==> src/rtl/filtro_rebote_multicanal_pkg.sv <==
// Shared constants and helpers for the multi-channel debounce block.
// Holds the single formula that turns clock rate and bounce time into a stable-sample count.
package filtro_pkg;

    localparam int MS_POR_S = 1000;
    localparam int DEB_MIN  = 1;

    function automatic int techo_log2(input int valor);
        int r;
        r = 0;
        for (int i = 0; i < 31; i++) begin
            if ((1 << i) < valor) begin
                r = i + 1;
            end
        end
        return r;
    endfunction

    // Stable samples required before the debounced level may change.
    function automatic int calc_deb(input int clk_hz, input int rebote_ms);
        int d;
        d = clk_hz / MS_POR_S * rebote_ms;
        return (d < DEB_MIN) ? DEB_MIN : d;
    endfunction

endpackage

==> src/rtl/filtro_rebote_multicanal_if.sv <==
// Pin-side bundle of the debounce block: raw inputs in, debounced level, strobes and pulses out.
interface filtro_rebote_multicanal_if #(
    parameter int N_CANALES = 4
) ();

    logic [N_CANALES-1:0] pulso_real;
    logic [N_CANALES-1:0] estado;
    logic [N_CANALES-1:0] flanco_subida;
    logic [N_CANALES-1:0] flanco_bajada;
    logic [N_CANALES-1:0] pulso_ideal;

    modport master (
        output pulso_real,
        input  estado,
        input  flanco_subida,
        input  flanco_bajada,
        input  pulso_ideal
    );

    modport slave (
        input  pulso_real,
        output estado,
        output flanco_subida,
        output flanco_bajada,
        output pulso_ideal
    );

endinterface

==> src/rtl/filtro_rebote_multicanal_canal.sv <==
// One debounce channel: 2-flop synchroniser, stable-time counter, debounced level,
// registered rise/fall strobes and a non-retriggerable fixed-length pulse on each press.
module filtro_rebote_canal
    import filtro_pkg::*;
#(
    parameter int CLK_HZ       = 50_000_000,
    parameter int REBOTE_MS    = 2,
    parameter int PULSO_CICLOS = 1,
    parameter int ACTIVO_BAJO  = 1
) (
    input  logic clk,
    input  logic rst_n,
    input  logic pulso_real_i,
    output logic estado_o,
    output logic flanco_subida_o,
    output logic flanco_bajada_o,
    output logic pulso_ideal_o
);

    localparam int             DEB          = calc_deb(CLK_HZ, REBOTE_MS);
    localparam int             CW           = techo_log2(DEB + 1);
    localparam int             PW           = techo_log2(PULSO_CICLOS + 1);
    localparam logic [CW-1:0]  DEB_TOPE     = CW'(DEB - 1);
    localparam logic [PW-1:0]  PULSO_TOPE   = PW'(PULSO_CICLOS - 1);
    // Raw pin level that means "not pressed"; the synchroniser idles there.
    localparam logic           REPOSO_CRUDO = (ACTIVO_BAJO != 0);

    logic          sync1_q, sync2_q;
    logic          s;
    logic [CW-1:0] cnt_q, cnt_d;
    logic          estado_q, estado_d;
    logic          subida_q, subida_d;
    logic          bajada_q, bajada_d;
    logic          pulso_q, pulso_d;
    logic [PW-1:0] pcnt_q, pcnt_d;

    always_comb begin
        s        = sync2_q ^ REPOSO_CRUDO;
        cnt_d    = '0;
        estado_d = estado_q;
        if (s != estado_q) begin
            if (cnt_q == DEB_TOPE) begin
                estado_d = ~estado_q;
            end else begin
                cnt_d = cnt_q + 1'b1;
            end
        end
        subida_d = estado_d & ~estado_q;
        bajada_d = ~estado_d & estado_q;

        // A rise that lands while the pulse is running is dropped, not queued.
        pulso_d = pulso_q;
        pcnt_d  = pcnt_q;
        if (pulso_q) begin
            if (pcnt_q == '0) begin
                pulso_d = 1'b0;
            end else begin
                pcnt_d = pcnt_q - 1'b1;
            end
        end else if (subida_d) begin
            pulso_d = 1'b1;
            pcnt_d  = PULSO_TOPE;
        end
    end

    always_ff @(posedge clk or negedge rst_n) begin
        if (!rst_n) begin
            sync1_q  <= REPOSO_CRUDO;
            sync2_q  <= REPOSO_CRUDO;
            cnt_q    <= '0;
            estado_q <= 1'b0;
            subida_q <= 1'b0;
            bajada_q <= 1'b0;
            pulso_q  <= 1'b0;
            pcnt_q   <= '0;
        end else begin
            sync1_q  <= pulso_real_i;
            sync2_q  <= sync1_q;
            cnt_q    <= cnt_d;
            estado_q <= estado_d;
            subida_q <= subida_d;
            bajada_q <= bajada_d;
            pulso_q  <= pulso_d;
            pcnt_q   <= pcnt_d;
        end
    end

    assign estado_o        = estado_q;
    assign flanco_subida_o = subida_q;
    assign flanco_bajada_o = bajada_q;
    assign pulso_ideal_o   = pulso_q;

endmodule

==> src/rtl/filtro_rebote_multicanal.sv <==
// N independent debounce channels behind one interface; each bit of the bus is its own channel.
module filtro_rebote_multicanal
    import filtro_pkg::*;
#(
    parameter int N_CANALES    = 4,
    parameter int CLK_HZ       = 50_000_000,
    parameter int REBOTE_MS    = 2,
    parameter int PULSO_CICLOS = 1,
    parameter int ACTIVO_BAJO  = 1
) (
    input  logic                       clk,
    input  logic                       rst_n,
    filtro_rebote_multicanal_if.slave  bus
);

    logic [N_CANALES-1:0] estado_w;
    logic [N_CANALES-1:0] subida_w;
    logic [N_CANALES-1:0] bajada_w;
    logic [N_CANALES-1:0] pulso_w;

    for (genvar gi = 0; gi < N_CANALES; gi++) begin : g_canal
        filtro_rebote_canal #(
            .CLK_HZ       (CLK_HZ),
            .REBOTE_MS    (REBOTE_MS),
            .PULSO_CICLOS (PULSO_CICLOS),
            .ACTIVO_BAJO  (ACTIVO_BAJO)
        ) u_canal (
            .clk             (clk),
            .rst_n           (rst_n),
            .pulso_real_i    (bus.pulso_real[gi]),
            .estado_o        (estado_w[gi]),
            .flanco_subida_o (subida_w[gi]),
            .flanco_bajada_o (bajada_w[gi]),
            .pulso_ideal_o   (pulso_w[gi])
        );
    end

    assign bus.estado        = estado_w;
    assign bus.flanco_subida = subida_w;
    assign bus.flanco_bajada = bajada_w;
    assign bus.pulso_ideal   = pulso_w;

endmodule

==> src/flat_wrapper.sv <==
// flat-port wrapper written by rule: the top's interface ports become plain ports
module filtro_rebote_multicanal_flat import filtro_pkg::*;
#(
    parameter int N_CANALES    = 4,
    parameter int CLK_HZ       = 50_000_000,
    parameter int REBOTE_MS    = 2,
    parameter int PULSO_CICLOS = 1,
    parameter int ACTIVO_BAJO  = 1
)
  (clk, rst_n, bus_pulso_real, bus_estado, bus_flanco_subida, bus_flanco_bajada, bus_pulso_ideal);
  filtro_rebote_multicanal_if #(.N_CANALES(N_CANALES)) bus_i ();
  input  logic clk;
  input  logic rst_n;
  input wire logic [$bits(bus_i.pulso_real)-1:0] bus_pulso_real;
  output wire logic [$bits(bus_i.estado)-1:0] bus_estado;
  output wire logic [$bits(bus_i.flanco_subida)-1:0] bus_flanco_subida;
  output wire logic [$bits(bus_i.flanco_bajada)-1:0] bus_flanco_bajada;
  output wire logic [$bits(bus_i.pulso_ideal)-1:0] bus_pulso_ideal;
  assign bus_i.pulso_real = bus_pulso_real;
  assign bus_estado = bus_i.estado;
  assign bus_flanco_subida = bus_i.flanco_subida;
  assign bus_flanco_bajada = bus_i.flanco_bajada;
  assign bus_pulso_ideal = bus_i.pulso_ideal;
  filtro_rebote_multicanal #(.N_CANALES(N_CANALES), .CLK_HZ(CLK_HZ), .REBOTE_MS(REBOTE_MS), .PULSO_CICLOS(PULSO_CICLOS), .ACTIVO_BAJO(ACTIVO_BAJO)) u_core (.clk(clk), .rst_n(rst_n), .bus(bus_i));
endmodule
==> config.mk <==
export PLATFORM = sky130hd
export DESIGN_NAME = filtro_rebote_multicanal_flat
export DESIGN_NICKNAME = d
export VERILOG_FILES = /design/src/rtl/filtro_rebote_multicanal_pkg.sv /design/src/rtl/filtro_rebote_multicanal_if.sv /design/src/rtl/filtro_rebote_multicanal_canal.sv /design/src/rtl/filtro_rebote_multicanal.sv /design/src/flat_wrapper.sv
export SDC_FILE = /design/constraint.sdc
export NUM_CORES = 1
export LEC_CHECK = 0
export ABC_AREA = 1
export CAP_MARGIN = 10
export CELL_PAD_IN_SITES_DETAIL_PLACEMENT = 0
export CELL_PAD_IN_SITES_GLOBAL_PLACEMENT = 1
export CORE_UTILIZATION = 40
export DETAILED_ROUTE_END_ITERATION = 7
export GPL_ROUTABILITY_DRIVEN = 1
export GPL_TIMING_DRIVEN = 0
export MAX_ROUTING_LAYER = met4
export PLACE_DENSITY = 0.79
export REMOVE_ABC_BUFFERS = 1
export SYNTH_ARGS = -nofsm -noshare
export SYNTH_HDL_FRONTEND = slang
export SYNTH_SLANG_ARGS = --single-unit
==> constraint.sdc <==
create_clock -name clk -period 1.2 [get_ports clk]
set_clock_uncertainty 0.1 [all_clocks]
set_input_delay 0.18 -clock clk [delete_from_list [all_inputs] [get_ports clk]]
set_output_delay 0.18 -clock clk [all_outputs]
set_load 0.01 [all_outputs]
==> metrics.md <==
| Metric | Value |
|---|---|
| Status | `finished, violations left` |
| Failing checks | `setup timing` |
| Vias in the first global route | `3877` |
| Drt wl/cell | `13.5 µm` |
| Fmax | `685 MHz` |
| Slew Limit Fails | `0` |
| Fin cells | `830` |
| Final setup violating endpoints | `82` |
| DRC viols | `0` |
| Post-synth EDFFs | `0` |
| CTS Buf Count | `9` |
| Max clock buf depth | `2` |
| Setup TNS | `-14.11 ns` |
| FF-to-FF Start | `u_core.g_canal[1].u_canal.cnt_q[1]` |
| Hold Slack | `0.136 ns` |
| Core Rows | `39` |
| Flops & latches, synth | `92` |
| Period utilisation layout | `122%` |
| Comb power frac | `6.0%` |
| Clk_lat worst skew | `0.35 ns` |
| Critical Path RT | `1.34 ns` |
| Worst Setup Slack, final | `-0.260 ns` |
| H-tree levels | `3` |
| Multi-input gate area | `0.00275 mm²` |
| Slowest-stage cell, CP | `dfrtp_1` |
| Leading area contributor after synthesis | `dfrtp_1` |
| Fin nets | `692` |
| Most frequent cells after synthesis | `nor2_1, nand2_1, dfrtp_1, inv_1, nand3_1` |
| Placement Cell Area | `0.00501 mm²` |
| Synth top area share | `44.6%` |
| Initial antenna violation count | `0` |
| Largest fanout on the critical path | `4` |
| Crit path max-delay family | `simple AND/OR/NAND/NOR gates` |
| Layout fillers | `969` |
| Drt via density | `4.87` |
| Die height | `111 µm` |
| NetSw | `1.54 mW` |
| First-pass GRT wire length | `17.7 mm` |
| Pwr Density | `1000 mW/mm²` |
| Area contributors post-synth | `dfrtp_1, nor2_1, nand2_1` |
| TritonCTS clock tree | `yes` |
| Clock slew seen by the registers of the worst setup and hold paths | `0.07 ns` |
| Dominant synthesized flop cell | `dfrtp_1` |
| Routed WL | `11.2 mm` |
| Mean Syn Cell Area | `7.81 µm²` |
| Root buffer cell | `clkbuf_16` |
| Fin area | `0.00654 mm²` |
| Worst setup EP type | `register` |
| Total GRT Usage | `18.4%` |
| Synth unique cells | `26` |
| Seq/Total Area, Yosys | `49.1%` |
| Unrepaired setup endpoints after global routing | `true` |
| Worst-Margin Slew | `0.365 ns` |
| Seq pwr share | `49.1%` |
| Final HPWL DP | `6.64 mm` |
| Maxcap violations | `0` |
| CP bufs+invs | `0` |
| Pre-antenna DRT Iters | `4` |
| DR iter-0 viols | `153` |
| # placed instances | `752` |
| Layout area overhead | `38.8%` |
| Starting density of the core | `41.1%` |
| CP peak stage delay | `0.43 ns` |
| Clock Power Share | `44.9%` |
| Switching Share | `23.5%` |
| I/O Buffers | `21` |
| Critical path type | `reg2reg` |
| Internal Power | `5.01 mW` |
| Peak supply drop | `0.000677 V` |
| Final min period | `1.46 ns` |
| Overall power | `6.54 mW` |
| Yosys warns | `0` |
| Die Area | `0.0122 mm²` |
| Worst hold start | `bus_pulso_real[1]` |
| Critical Path AT | `1.60 ns` |
| Crit-path cells | `ha_4 > nand2_4 > nor2_4 > nand2_2 > nor2_2 > xnor2_1 > nor2_1` |
| Post-route ant nets | `0` |
| Global placement routability congestion | `0.886` |
| Io pins | `22` |
| Ant diodes | `0` |
| Storage element area | `0.00233 mm²` |
| Rel. slew slack | `75.5%` |
| Met3 WL post-DR | `333 µm` |
| Static Leak | `2.77 nW` |
| Clk sinks | `92` |
| Most common cell in the netlist | `nor2_1` |
| Cells after Synth | `603` |
| Crit path launch type | `register` |
| Via count | `4043` |
| Total core area | `0.0115 mm²` |
| Post-synthesis async set-or-reset flop share | `100%` |
| Top sig layer | `met4` |
| M1 WL | `5.04 mm` |
| Layout cells sized above 1 | `41.5%` |
| Origin of the worst setup path | `u_core.g_canal[1].u_canal.cnt_q[1]` |
| Met2 wire len | `5.55 mm` |
| Fin. Hold Viols | `0` |
| Chip Width | `111 µm` |
| Largest net degree at the start of global routing | `68` |
| Mapped Area | `0.00471 mm²` |
| Worst hold path class | `in2reg` |
| Gr ovfl total | `0` |
cells in the final DEF (no fill, tap or decap), types with 5 or more instances in the layout:
cell type,count
a21oi_2,6
buf_2,14
buf_4,48
buf_6,14
clkbuf_16,9
dfrtp_1,67
dfrtp_2,17
dfstp_2,8
inv_1,49
inv_2,16
nand2_1,90
nand2_2,24
nand2_4,9
nand3_1,25
nand3_2,8
nand3_4,11
nand4_1,13
nor2_1,102
nor2_2,34
nor2_4,22
nor3_1,10
nor3_2,10
nor3b_2,5
o21ai_1,10
xnor2_1,5
xor2_1,18
cells by family after synthesis:
family                     share of synthesized area [%]
buffers and inverters                               8.21
xor gates and xnor gates                            4.83
and+or+nand+nor                                     34.3
AOI/OAI and AO/OA                                   2.52
DFF                                                 49.1
adders and majority gates                           1.06
stage by stage:
stage	setup slack, ns	utilization (%)
floorplan	-0.164	-
global placement	-3.58	43.4
detailed placement	-0.452	43.7
CTS	-0.232	51.0
global route	-0.353	57.1
finish	-0.260	57.1
final timing paths:
| kind | slack (ns) | cells past startpoint | to |
|---|---|---|---|
| setup / recovery | -0.26 | 7 | u_core.g_canal[1].u_canal.cnt_q[10] |
| hold / removal | 0.14 | 1 | u_core.g_canal[1].u_canal.sync1_q |
| setup reg to reg | -0.26 | 7 | u_core.g_canal[1].u_canal.cnt_q[10] |
| hold reg to reg | 0.26 | 0 | u_core.g_canal[2].u_canal.sync2_q |
| max in group asynchronous | 0.19 | 3 | u_core.g_canal[0].u_canal.sync1_q |
| min in group asynchronous | 0.17 | 2 | u_core.g_canal[1].u_canal.cnt_q[11] |
final cells by class:
| type | count | area share (%) |
|---|---|---|
| Clock buffer | 11 | 3.71 |
| Clock inverter | 5 | 0.918 |
| Timing Repair Buffer | 83 | 10.5 |
| Sequential cell | 92 | 35.7 |
| Multi-Input combinational cell | 425 | 42.0 |
| Inverter | 71 | 4.46 |
| Tap cell | 143 | 2.73 |
repair_timing:
| action | 4_1_cts | 5_1_grt |
|---|---|---|
| hold buffers | 1 | 0 |
| setup endpoints to repair | 100 | 90 |
| setup buffers | 32 | 29 |
| gates cloned | 0 | 1 |
| pin swaps | 25 | 42 |
| hold endpoints to repair | 25 | 0 |
| gates resized for setup | 170 | 132 |
state kept, by name (all words and copies together), names as in the netlist:
name                                    cells
u_core.g_canal.u_canal.flanco_bajada_o      4
u_core.g_canal.u_canal.sync1_q              4
u_core.g_canal.u_canal.pulso_ideal_o        4
u_core.g_canal.u_canal.flanco_subida_o      4
u_core.g_canal.u_canal.estado_o             4
u_core.g_canal.u_canal.sync2_q              4
u_core.g_canal.u_canal.cnt_q               68
metal layers:
| metal | track usage (%) | vias to the layer above |
|---|---|---|
| li1 | - | 2036 |
| met1 | 23.2 | 1918 |
| met2 | 29.5 | 70 |
| met3 | 2.36 | 19 |
| met4 | 8.62 | 0 |
| met5 | - | - |
power by group through the flow:
stage / clock [mW] / sequential, mW / combinational (mW)
4_1_cts: 2.99 / 3.20 / 0.282
6_report: 2.94 / 3.21 / 0.394
2_1_floorplan: 0 / 3.24 / 0.0884
3_5_place_dp: 0 / 3.25 / 0.210
3_3_place_gp: 0 / 3.25 / 0.193
5_1_grt: 3.11 / 3.21 / 0.435
(Power assumes the default switching activity.)
